--- src/rtl/arm_pipe_pkg.sv ---
// Shared types and helpers for the ARM-subset pipeline hazard logic.
// Scoreboard entries use fixed maximum widths so one struct serves every parameterisation.
package arm_pipe_pkg;

    localparam int SB_MAX_AW  = 8;
    localparam int SB_MAX_SRC = 4;

    localparam logic [31:0] NOP_INSTR = 32'hE1A00000;

    typedef struct packed {
        logic                            valid;
        logic                            wr;
        logic                            load;
        logic                            pcwr;
        logic [SB_MAX_AW-1:0]            dst;
        logic [SB_MAX_SRC*SB_MAX_AW-1:0] srcs;
        logic [SB_MAX_SRC-1:0]           src_used;
    } sb_entry_t;

    function automatic int fw_width(input int depth);
        return $clog2(depth + 1);
    endfunction

endpackage

--- src/rtl/sb_match.sv ---
// Compares one register tag against every scoreboard entry.
// A stage matches when it holds a valid instruction that writes that tag.
module sb_match
    import arm_pipe_pkg::*;
#(
    parameter int AW    = 4,
    parameter int DEPTH = 3
) (
    input  logic [AW-1:0]         tag,
    input  sb_entry_t [DEPTH:1]   entries,
    output logic [DEPTH:1]        match
);

    logic unused_fields;

    always_comb begin
        match = '0;
        for (int k = 1; k <= DEPTH; k++) begin
            match[k] = entries[k].valid & entries[k].wr &
                       (entries[k].dst == SB_MAX_AW'(tag));
        end
    end

    assign unused_fields = ^entries;

endmodule

--- src/rtl/hazard_scoreboard.sv ---
// Shift-register hazard scoreboard: tracks in-flight writes after decode and derives
// forwarding selects, load-use and PC-write stalls, flushes and stall/flush counters.
module hazard_scoreboard
    import arm_pipe_pkg::*;
#(
    parameter  int NUM_SRC    = 2,
    parameter  int AW         = 4,
    parameter  int DEPTH      = 3,
    parameter  int LOAD_READY = 3,
    parameter  int PC_TAG     = 15,
    parameter  int CW         = 32,
    localparam int FW         = fw_width(DEPTH)
) (
    input  logic                  clk,
    input  logic                  rst_n,
    input  logic                  issue_valid_i,
    input  logic                  issue_wr_i,
    input  logic [AW-1:0]         issue_dst_i,
    input  logic                  issue_load_i,
    input  logic                  issue_pcwr_i,
    input  logic [NUM_SRC*AW-1:0] issue_src_i,
    input  logic [NUM_SRC-1:0]    issue_src_used_i,
    input  logic                  branch_taken_i,
    input  logic                  cond_fail_i,
    output logic                  stall_f_o,
    output logic                  stall_d_o,
    output logic                  flush_d_o,
    output logic                  flush_e_o,
    output logic [NUM_SRC*FW-1:0] fwd_sel_o,
    output logic [CW-1:0]         stall_cnt_o,
    output logic [CW-1:0]         flush_cnt_o
);

    sb_entry_t [DEPTH:1]   sb_q;
    sb_entry_t [DEPTH:1]   sb_d;
    sb_entry_t             issue_entry;
    sb_entry_t             aged_entry;
    logic [AW-1:0]         e_src [NUM_SRC];
    logic [DEPTH:1]        fwd_match [NUM_SRC];
    logic [DEPTH:1]        d_match [NUM_SRC];
    logic [NUM_SRC*FW-1:0] fwd_sel;
    logic                  ldr_hit;
    logic                  ldr_stall;
    logic                  pc_pending;
    logic                  flush_d;
    logic                  flush_e;
    logic [CW-1:0]         stall_cnt;
    logic [CW-1:0]         flush_cnt;
    logic                  unused_fields;

    always_comb begin
        for (int i = 0; i < NUM_SRC; i++) begin
            e_src[i] = sb_q[1].srcs[i*SB_MAX_AW +: AW];
        end
    end

    for (genvar i = 0; i < NUM_SRC; i++) begin : g_src
        sb_match #(.AW(AW), .DEPTH(DEPTH)) u_fwd_match (
            .tag     (e_src[i]),
            .entries (sb_q),
            .match   (fwd_match[i])
        );
        sb_match #(.AW(AW), .DEPTH(DEPTH)) u_ldr_match (
            .tag     (issue_src_i[i*AW +: AW]),
            .entries (sb_q),
            .match   (d_match[i])
        );
    end

    // Scanning from the oldest stage down leaves the youngest qualifying producer selected.
    always_comb begin
        fwd_sel = '0;
        ldr_hit = 1'b0;
        for (int i = 0; i < NUM_SRC; i++) begin
            for (int k = DEPTH; k >= 2; k--) begin
                if (fwd_match[i][k] && sb_q[1].src_used[i] &&
                    (e_src[i] != AW'(PC_TAG)) &&
                    (!sb_q[k].load || (k >= LOAD_READY))) begin
                    fwd_sel[i*FW +: FW] = FW'(k);
                end
            end
            for (int k = 1; k <= DEPTH; k++) begin
                if (d_match[i][k] && sb_q[k].load && issue_src_used_i[i] &&
                    (issue_src_i[i*AW +: AW] != AW'(PC_TAG)) &&
                    ((k + 1) < LOAD_READY)) begin
                    ldr_hit = 1'b1;
                end
            end
        end
        ldr_stall  = ldr_hit & ~branch_taken_i;
        pc_pending = issue_valid_i & issue_pcwr_i;
        for (int k = 1; k <= DEPTH - 1; k++) begin
            pc_pending = pc_pending | (sb_q[k].valid & sb_q[k].pcwr);
        end
        flush_d = pc_pending | (sb_q[DEPTH].valid & sb_q[DEPTH].pcwr) | branch_taken_i;
        flush_e = ldr_stall | branch_taken_i;
    end

    always_comb begin
        issue_entry = '0;
        if (issue_valid_i && !flush_e) begin
            issue_entry.valid = 1'b1;
            issue_entry.wr    = issue_wr_i;
            issue_entry.load  = issue_load_i;
            issue_entry.pcwr  = issue_pcwr_i;
            issue_entry.dst   = SB_MAX_AW'(issue_dst_i);
            for (int i = 0; i < NUM_SRC; i++) begin
                issue_entry.srcs[i*SB_MAX_AW +: SB_MAX_AW] = SB_MAX_AW'(issue_src_i[i*AW +: AW]);
            end
            issue_entry.src_used[NUM_SRC-1:0] = issue_src_used_i;
        end
        // A condition-failed instruction keeps flowing but no longer produces anything.
        aged_entry = sb_q[1];
        if (cond_fail_i) begin
            aged_entry.wr   = 1'b0;
            aged_entry.pcwr = 1'b0;
        end
        sb_d    = sb_q;
        sb_d[1] = issue_entry;
        sb_d[2] = aged_entry;
        for (int k = 3; k <= DEPTH; k++) begin
            sb_d[k] = sb_q[k-1];
        end
    end

    always_ff @(posedge clk or negedge rst_n) begin
        if (!rst_n) begin
            sb_q      <= '0;
            stall_cnt <= '0;
            flush_cnt <= '0;
        end else begin
            sb_q <= sb_d;
            if (ldr_stall && (stall_cnt != '1)) begin
                stall_cnt <= stall_cnt + 1'b1;
            end
            if (flush_d && (flush_cnt != '1)) begin
                flush_cnt <= flush_cnt + 1'b1;
            end
        end
    end

    // Outputs are gated by rst_n so nothing leaks out while reset is held.
    assign stall_f_o   = rst_n & (ldr_stall | pc_pending);
    assign stall_d_o   = rst_n & ldr_stall;
    assign flush_d_o   = rst_n & flush_d;
    assign flush_e_o   = rst_n & flush_e;
    assign fwd_sel_o   = rst_n ? fwd_sel : '0;
    assign stall_cnt_o = stall_cnt;
    assign flush_cnt_o = flush_cnt;

    assign unused_fields = ^sb_q;

endmodule

--- config.mk ---
export PLATFORM = sky130hd
export DESIGN_NAME = hazard_scoreboard
export DESIGN_NICKNAME = d
export VERILOG_FILES = /design/src/rtl/arm_pipe_pkg.sv /design/src/rtl/sb_match.sv /design/src/rtl/hazard_scoreboard.sv
export SDC_FILE = /design/constraint.sdc
export NUM_CORES = 1
export LEC_CHECK = 0
export ABC_AREA = 1
export CORE_MARGIN = 4
export CORE_UTILIZATION = 25
export CTS_CLUSTER_DIAMETER = 120
export DETAILED_ROUTE_END_ITERATION = 7
export SLEW_MARGIN = 25
export SYNTH_ARGS = -nofsm -noshare
export SYNTH_HDL_FRONTEND = slang
export SYNTH_SLANG_ARGS = --single-unit
--- constraint.sdc ---
create_clock -name clk -period 2.19 [get_ports clk]
set_input_delay 0.438 -clock clk [delete_from_list [all_inputs] [get_ports clk]]
set_output_delay 0.438 -clock clk [all_outputs]
set_load 0.005 [all_outputs]
=== Word level (Yosys, flattened, before mapping) ===
Index checks and enable logic that the tools add are counted.

* Word-level logic and storage cells: 90
* Output and inout port bits: 72
* Register bits: 113

* Add/subtract/negate cells: 2
* Equal/unequal tests: 12
* Bitwise operators: 25
* Multiplexer cells: 12
* Reductions and logical operators: 21

{| class="wikitable"
|+ Operator list
! kind !! count
|-
| adder 32 x 1 -> 32 bit (second input constant) || 2
|-
| inequality test 32 bit (second input constant) || 2
|-
| == test 8 x 4 -> 1 bit || 6
|-
| 2-to-1 mux 12 bit || 2
|-
| logical AND 1 bit || 19
|-
| AND 1 bit || 18
|-
| inequality test 4 bit (second input constant) || 4
|-
| 2-to-1 mux 2 bit || 5
|-
| OR 1 bit || 6
|-
| 2-to-1 mux 1 bit || 4
|-
| 2-to-1 mux 4 bit || 1
|-
| zero test 1 bit || 2
|-
| NOT 1 bit || 1
|}

=== Depth between registers and ports, before layout ===
Gate-level depths: netlist (run 1).

* Word-level depth: 12
* Mapped depth: 11
* Depth with buffers taken out: 10

=== Modules after synthesis ===
From an unflattened synthesis (run 1), not the netlist that was laid out.

* Cell total of the unflattened synthesis: 1098
* Area, all modules: 7121.8 um2

{| class="wikitable"
|+ Modules (own cells, without submodules)
! module !! area each (um2) !! times used !! cells an instance !! seq. area each (um2)
|-
| hazard_scoreboard || 6015.8 || 1 || 822 || 2952.8
|-
| sb_match || 276.5 || 4 || 69 || 0.0
|}

=== Least setup slack after synthesis (run 1) ===
Ideal clock, no wire load.

* Path type: register -> register
* Start point: register flush_cnt[0], in the netlist flush_cnt_o[0]
* End point: register flush_cnt[19], in the netlist flush_cnt_o[19]
* Path slack: 0.449 ns
* Data arrival time: 1.624 ns
* Cell stages (with the launch flop): 12
* Buffers on the path: 1
* Period minus slack after synthesis: 1.741 ns
* Cell sequence: dfrtp_1 > ha_1 > nand3_1 > inv_2 > nand2_2 > nor2_2 > nand2_1 > nand2_4 > inv_4 > buf_6 > nand2_1 > nand2_1

* Cells in the longest elaborated chain, start to end: 2
* Elaborated cells on any way between the ends: 3
* Those cells by class: 1 x add/sub; 1 x eq/ne; 1 x reduce/logical

{| class="wikitable"
|+ RTL lines
! element !! line !! RTL
|-
| start: declaration || hazard_scoreboard.sv:48 || <nowiki>logic [CW-1:0] flush_cnt;</nowiki>
|-
| start signal: assignment || hazard_scoreboard.sv:137 || <nowiki>flush_cnt <= flush_cnt + 1'b1;</nowiki>
|-
| parallel branches: the longest is 2 deep, another holds adder 32 x 1 -> 32 bit || n/a ||
|}

Parallel ways; which one is timed is not known.
A chain may end at the register's enable or synchronous reset.

=== Worst setup path in the final report (run 1) ===
* Start point: register sb_q, in the netlist aged_entry[36]
* End point: output port stall_f_o

* Cells in the longest elaborated chain, start to end: 10
* Elaborated cells on any way between the ends: 15
* Those cells by class: 2 x eq/ne; 2 x mux; 5 x bitwise; 6 x reduce/logical

{| class="wikitable"
|+ RTL lines
! element !! line !! RTL
|-
| start: declaration || hazard_scoreboard.sv:34 || <nowiki>sb_entry_t [DEPTH:1] sb_q;</nowiki>
|-
| start signal: assignment || hazard_scoreboard.sv:128 || <nowiki>sb_q <= '0;</nowiki>
|-
| start signal: assignment || hazard_scoreboard.sv:132 || <nowiki>sb_q <= sb_d;</nowiki>
|-
| == test 8 x 4 -> 1 bit || sb_match.sv:20 || <nowiki>(entries[k].dst == SB_MAX_AW'(tag));</nowiki>
|-
| AND 1 bit || sb_match.sv:19 || <nowiki>match[k] = entries[k].valid & entries[k].wr &</nowiki>
|-
| logical AND 1 bit (3 in a row) || hazard_scoreboard.sv:83 || <nowiki>if (d_match[i][k] && sb_q[k].load && issue_src_used_i[i] &&</nowiki>
|-
| 2-to-1 mux 1 bit || hazard_scoreboard.sv:83 ||
|-
| 2-to-1 mux 1 bit (*) || hazard_scoreboard.sv:83 ||
|-
| AND 1 bit (*) || hazard_scoreboard.sv:90 || <nowiki>ldr_stall = ldr_hit & ~branch_taken_i;</nowiki>
|-
| OR 1 bit (*) || hazard_scoreboard.sv:143 || <nowiki>assign stall_f_o = rst_n & (ldr_stall | pc_pending);</nowiki>
|-
| AND 1 bit (*) || hazard_scoreboard.sv:143 ||
|-
| end: declaration || hazard_scoreboard.sv:25 || <nowiki>output logic stall_f_o,</nowiki>
|}

Mark *: on every way between the ends. The rest lies on a longest branch, timed or not.

==> results of run 1 <==
-- registers in the layout, summed over array words and instances (netlist names) --
register / count
flush_cnt_o: 32
stall_cnt_o: 32
aged_entry: 16
sb_q: 9
sb_d: 8
-- area by class of cell --
cell class                 instances  area share, %
tap                              313           4.97
clock buffer                       9           2.86
multi-input combinational        674           39.6
inverter                          84           4.03
clock inverter                     7           1.22
timing repair buffer             141           16.5
sequential                        97           30.8
-- stage by stage --
| step | setup TNS (ns) | setup WS [ns] | util, % | std cells |
|---|---|---|---|---|
| after floorplan | 0 | 0.449 | - | 874 |
| after global placement | -10.96 | -0.570 | 32.2 | 1296 |
| after detailed placement | -11.62 | -0.579 | 32.2 | 1296 |
| after CTS | -0.103 | -0.0507 | 34.0 | 1319 |
| after global routing | -0.531 | -0.111 | 34.4 | 1325 |
| final | -0.0203 | -0.0203 | 34.4 | 1325 |
-- power by group through the flow --
stage / Combinational, W / Sequential [W] / Clock, W
after detailed placement: 0.000563 / 0.00201 / 0
after global placement: 0.000553 / 0.00200 / 0
after global routing: 0.000643 / 0.00199 / 0.00184
final: 0.000571 / 0.00197 / 0.00170
after CTS: 0.000566 / 0.00197 / 0.00176
after floorplan: 0.000241 / 0.00199 / 0
-- kinds of logic after synthesis --
logic type | synth area share, %
adder cells (fa/ha/maj) | 0.423
buffers and inverters | 7.52
AO/OA/AOI/OAI | 1.95
XOR/XNOR | 5.93
flip-flops | 41.1
AND/OR/NAND/NOR | 43.1
-- cells in the final DEF, fill, tap and decap left out, types with 3 or more instances in the layout --
cell	Yosys	final
buf_2	5	3
buf_4	3	43
buf_6	5	4
clkbuf_16	0	9
clkdlybuf4s50_1	0	75
dfrtp_1	97	94
dfrtp_2	0	3
dlygate4sd2_1	0	8
dlymetal6s2s_1	0	3
inv_1	82	74
inv_2	1	9
inv_8	0	3
nand2_1	370	368
nand2_2	3	4
nand3_1	48	45
nand3_2	2	4
nand3b_1	4	4
nand4_1	38	38
nor2_1	123	122
nor2_2	3	4
nor3_1	14	9
nor3_2	2	6
o21ai_0	14	13
o22ai_1	3	3
xnor2_1	25	24
xor2_1	15	14
-- worst register-to-register path, delay by kind of cell, from the launching register on --
family / cells / cell delay (ns)
flip-flops: 1 / 0.43
AND/OR/NAND/NOR: 7 / 0.69
buffers and inverters: 3 / 0.72
AO/OA/AOI/OAI: 1 / 0.11
-- routing by layer --
metal	global-route usage [%]	vias up	wire length, um
met2	21.3	147	7910
met5	0	-	0
met1	18.3	2728	8410
li1	-	3003	-
met3	2.97	15	833
met4	3.65	0	200
-- timing repair --
action,in CTS,in global routing
buffers inserted,7,7
pin swaps,13,24
gates cloned,0,0
gates resized for setup,39,26
setup endpoints to repair,8,27
-- worst paths after layout --
check	start	slack, ns	endpoint	cells after the start
worst max register to register	aged_entry[36]	0.12	stall_cnt_o[29]	11
min in group clk	issue_src_i[7]	0.36	aged_entry[15]	3
worst min register to register	sb_d[140]	0.38	sb_q[140]	0
worst min-delay path	rst_n	0.08	sb_q[132]	2
worst max-delay path	aged_entry[36]	-0.02	stall_f_o	9
max in group asynchronous	rst_n	1.44	stall_cnt_o[1]	2
==> summary.txt, run 1 <==
Run status
  – Status: finished, violations left
  – Failing checks: setup timing

Timing
  – Hold slack: 0.0827 ns
  – Final setup margin: -0.0203 ns
  – Least-Margin Pin Slew: 0.663 ns
  – RSZ-0062 raised after global routing: yes
  – Clk_skew: 0.00951 ns
  – Final min period: 2.21 ns
  – Final Hold Viols: 0
  – FMAX: 452 MHz
  – Setup violators final: 1
  – Slew HR: 55.8%
  – Fin crit share: 101%
  – Final Slew Violations: 0

Power
  – Seq pwr share: 46.5%
  – Sw frac: 27.4%
  – P per Cell Area: 538 nW/um^2
  – Pleak: 3.56 nW
  – Clk pwr share: 40.1%
  – Tot Pwr: 0.00424 W
  – Pint: 0.00308 W
  – Max VDD drop: 0.000302 V
  – Comb pwr share: 13.5%
  – Switch Pwr: 0.00116 W

Critical path
  – CP arrival: 1.77 ns
  – CP Data Required Time: 1.75 ns
  – Max incr delay on CP: 0.43 ns
  – Kind of start point of the critical path: flop
  – Critical Path Fanout Max: 3
  – Critical Path Sink Type: primary output
  – CP Class: reg -> out
  – Critical-path cell list: nand2_1 -> o21ai_0 -> nor2_1 -> nand3_2 -> buf_6 -> nand2_4 -> nand2_2 -> a21oi_2 -> buf_2
  – Slowest-stage cell, CP: dfrtp_2
  – Bufs and invs on worst path: 2
  – CP top delay family: simple AND/OR/NAND/NOR gates

Finish
  – # fillers: 2469
  – Proportion of layout cells with a drive suffix above 1: 11.0%
  – Design Area, Final: 7890 sq um
  – Number of nets in the layout: 1031
  – Register area: 2430 sq um
  – N_diodes: 0
  – Area grow syn2layout: 33.5%
  – Multi-input logic area: 3120 sq um

Logic synthesis
  – Yosys cell types: 30
  – Area leader, netlist: dfrtp_1
  – Top-area cell type share of the netlist area: 41.1%
  – Async set or reset register ratio after synthesis: 100%
  – Synth Register Bits: 97
  – Post-synth top cells: nand2_1 (370), nor2_1 (123), dfrtp_1 (97), inv_1 (82), nand3_1 (48)
  – Yosys warns: 0
  – EDFF count, synth: 0
  – Cell area after synthesis: 5910 sq um
  – Post-synth top flop: dfrtp_1
  – Synth Instances: 874
  – Mapped Nets: 898
  – Area contributors post-synth: dfrtp_1 (41%), nand2_1 (24%), nor2_1 (7.8%)
  – Syn Area/Cell: 6.76 sq um
  – Sequential-to-total area share from yosys stat: 41.1%
  – Top-count cell post-synth: nand2_1

Clock tree
  – Post-CTS Hold Buffers: 0
  – Clk sink count: 97
  – Num CTS Buffers: 9
  – Worst-skew pair later-pin latency: 0.36 ns
  – CTS Root Buffer Type: clkbuf_16
  – Max Buffers Root-to-Sink: 2
  – CTS tree: yes
  – H-tree levels: 3
  – Clk pin slew, worst setup/hold paths: 0.07 ns

Route
  – WL final: 17400 um
  – Drt first pass iters: 5
  – DR vias/cell: 4.45
  – DRC: 0
  – Vias: 5893
  – Antenna Nets Post-Route: 0
  – Starting DRC count in detailed routing: 301
  – Avg WL per Cell: 13.1 um

Floorplanning
  – I/O pin cnt: 94
  – Std cell rows: 55
  – Die W: 162 um
  – Total core area: 22900 sq um
  – Die Height: 162 um
  – Die Area: 26200 sq um
  – Initial core utilization: 25.8%

Place
  – IO buf count: 93
  – Placed instance area: 7390 sq um
  – RePlAce Congestion: 0.918
  – DP HPWL: 13400 um

Global routing
  – Largest net degree at the start of global routing: 52
  – Initial antenna violation count: 0
  – First-pass GRT wire length: 28600 um
  – GR Overflow Total: 0
  – Global-route usage over all layers: 13.3%
  – Vias in the first global route: 5677

Hold path
  – Worst Hold Class: in -> async

Job
  – Maxcap violations: 0
(Power assumes the default switching activity.)
==> run 2, diff against run 1 <==
--- a/config.mk
+++ b/config.mk
@@ -10,7 +10,6 @@
 export CORE_UTILIZATION = 25
 export CTS_CLUSTER_DIAMETER = 120
 export DETAILED_ROUTE_END_ITERATION = 7
-export SLEW_MARGIN = 25
 export SYNTH_ARGS = -nofsm -noshare
 export SYNTH_HDL_FRONTEND = slang
 export SYNTH_SLANG_ARGS = --single-unit
==> results of run 2 <==
Final layout, timing and power as in run 1 (identical DEF).
==> run 3, diff against run 2 <==
--- a/config.mk
+++ b/config.mk
@@ -10,6 +10,7 @@
 export CORE_UTILIZATION = 25
 export CTS_CLUSTER_DIAMETER = 120
 export DETAILED_ROUTE_END_ITERATION = 7
+export HOLD_SLACK_MARGIN = 0.02
 export SYNTH_ARGS = -nofsm -noshare
 export SYNTH_HDL_FRONTEND = slang
 export SYNTH_SLANG_ARGS = --single-unit
==> results of run 3 <==
Final layout, timing and power as in run 1 (identical DEF).
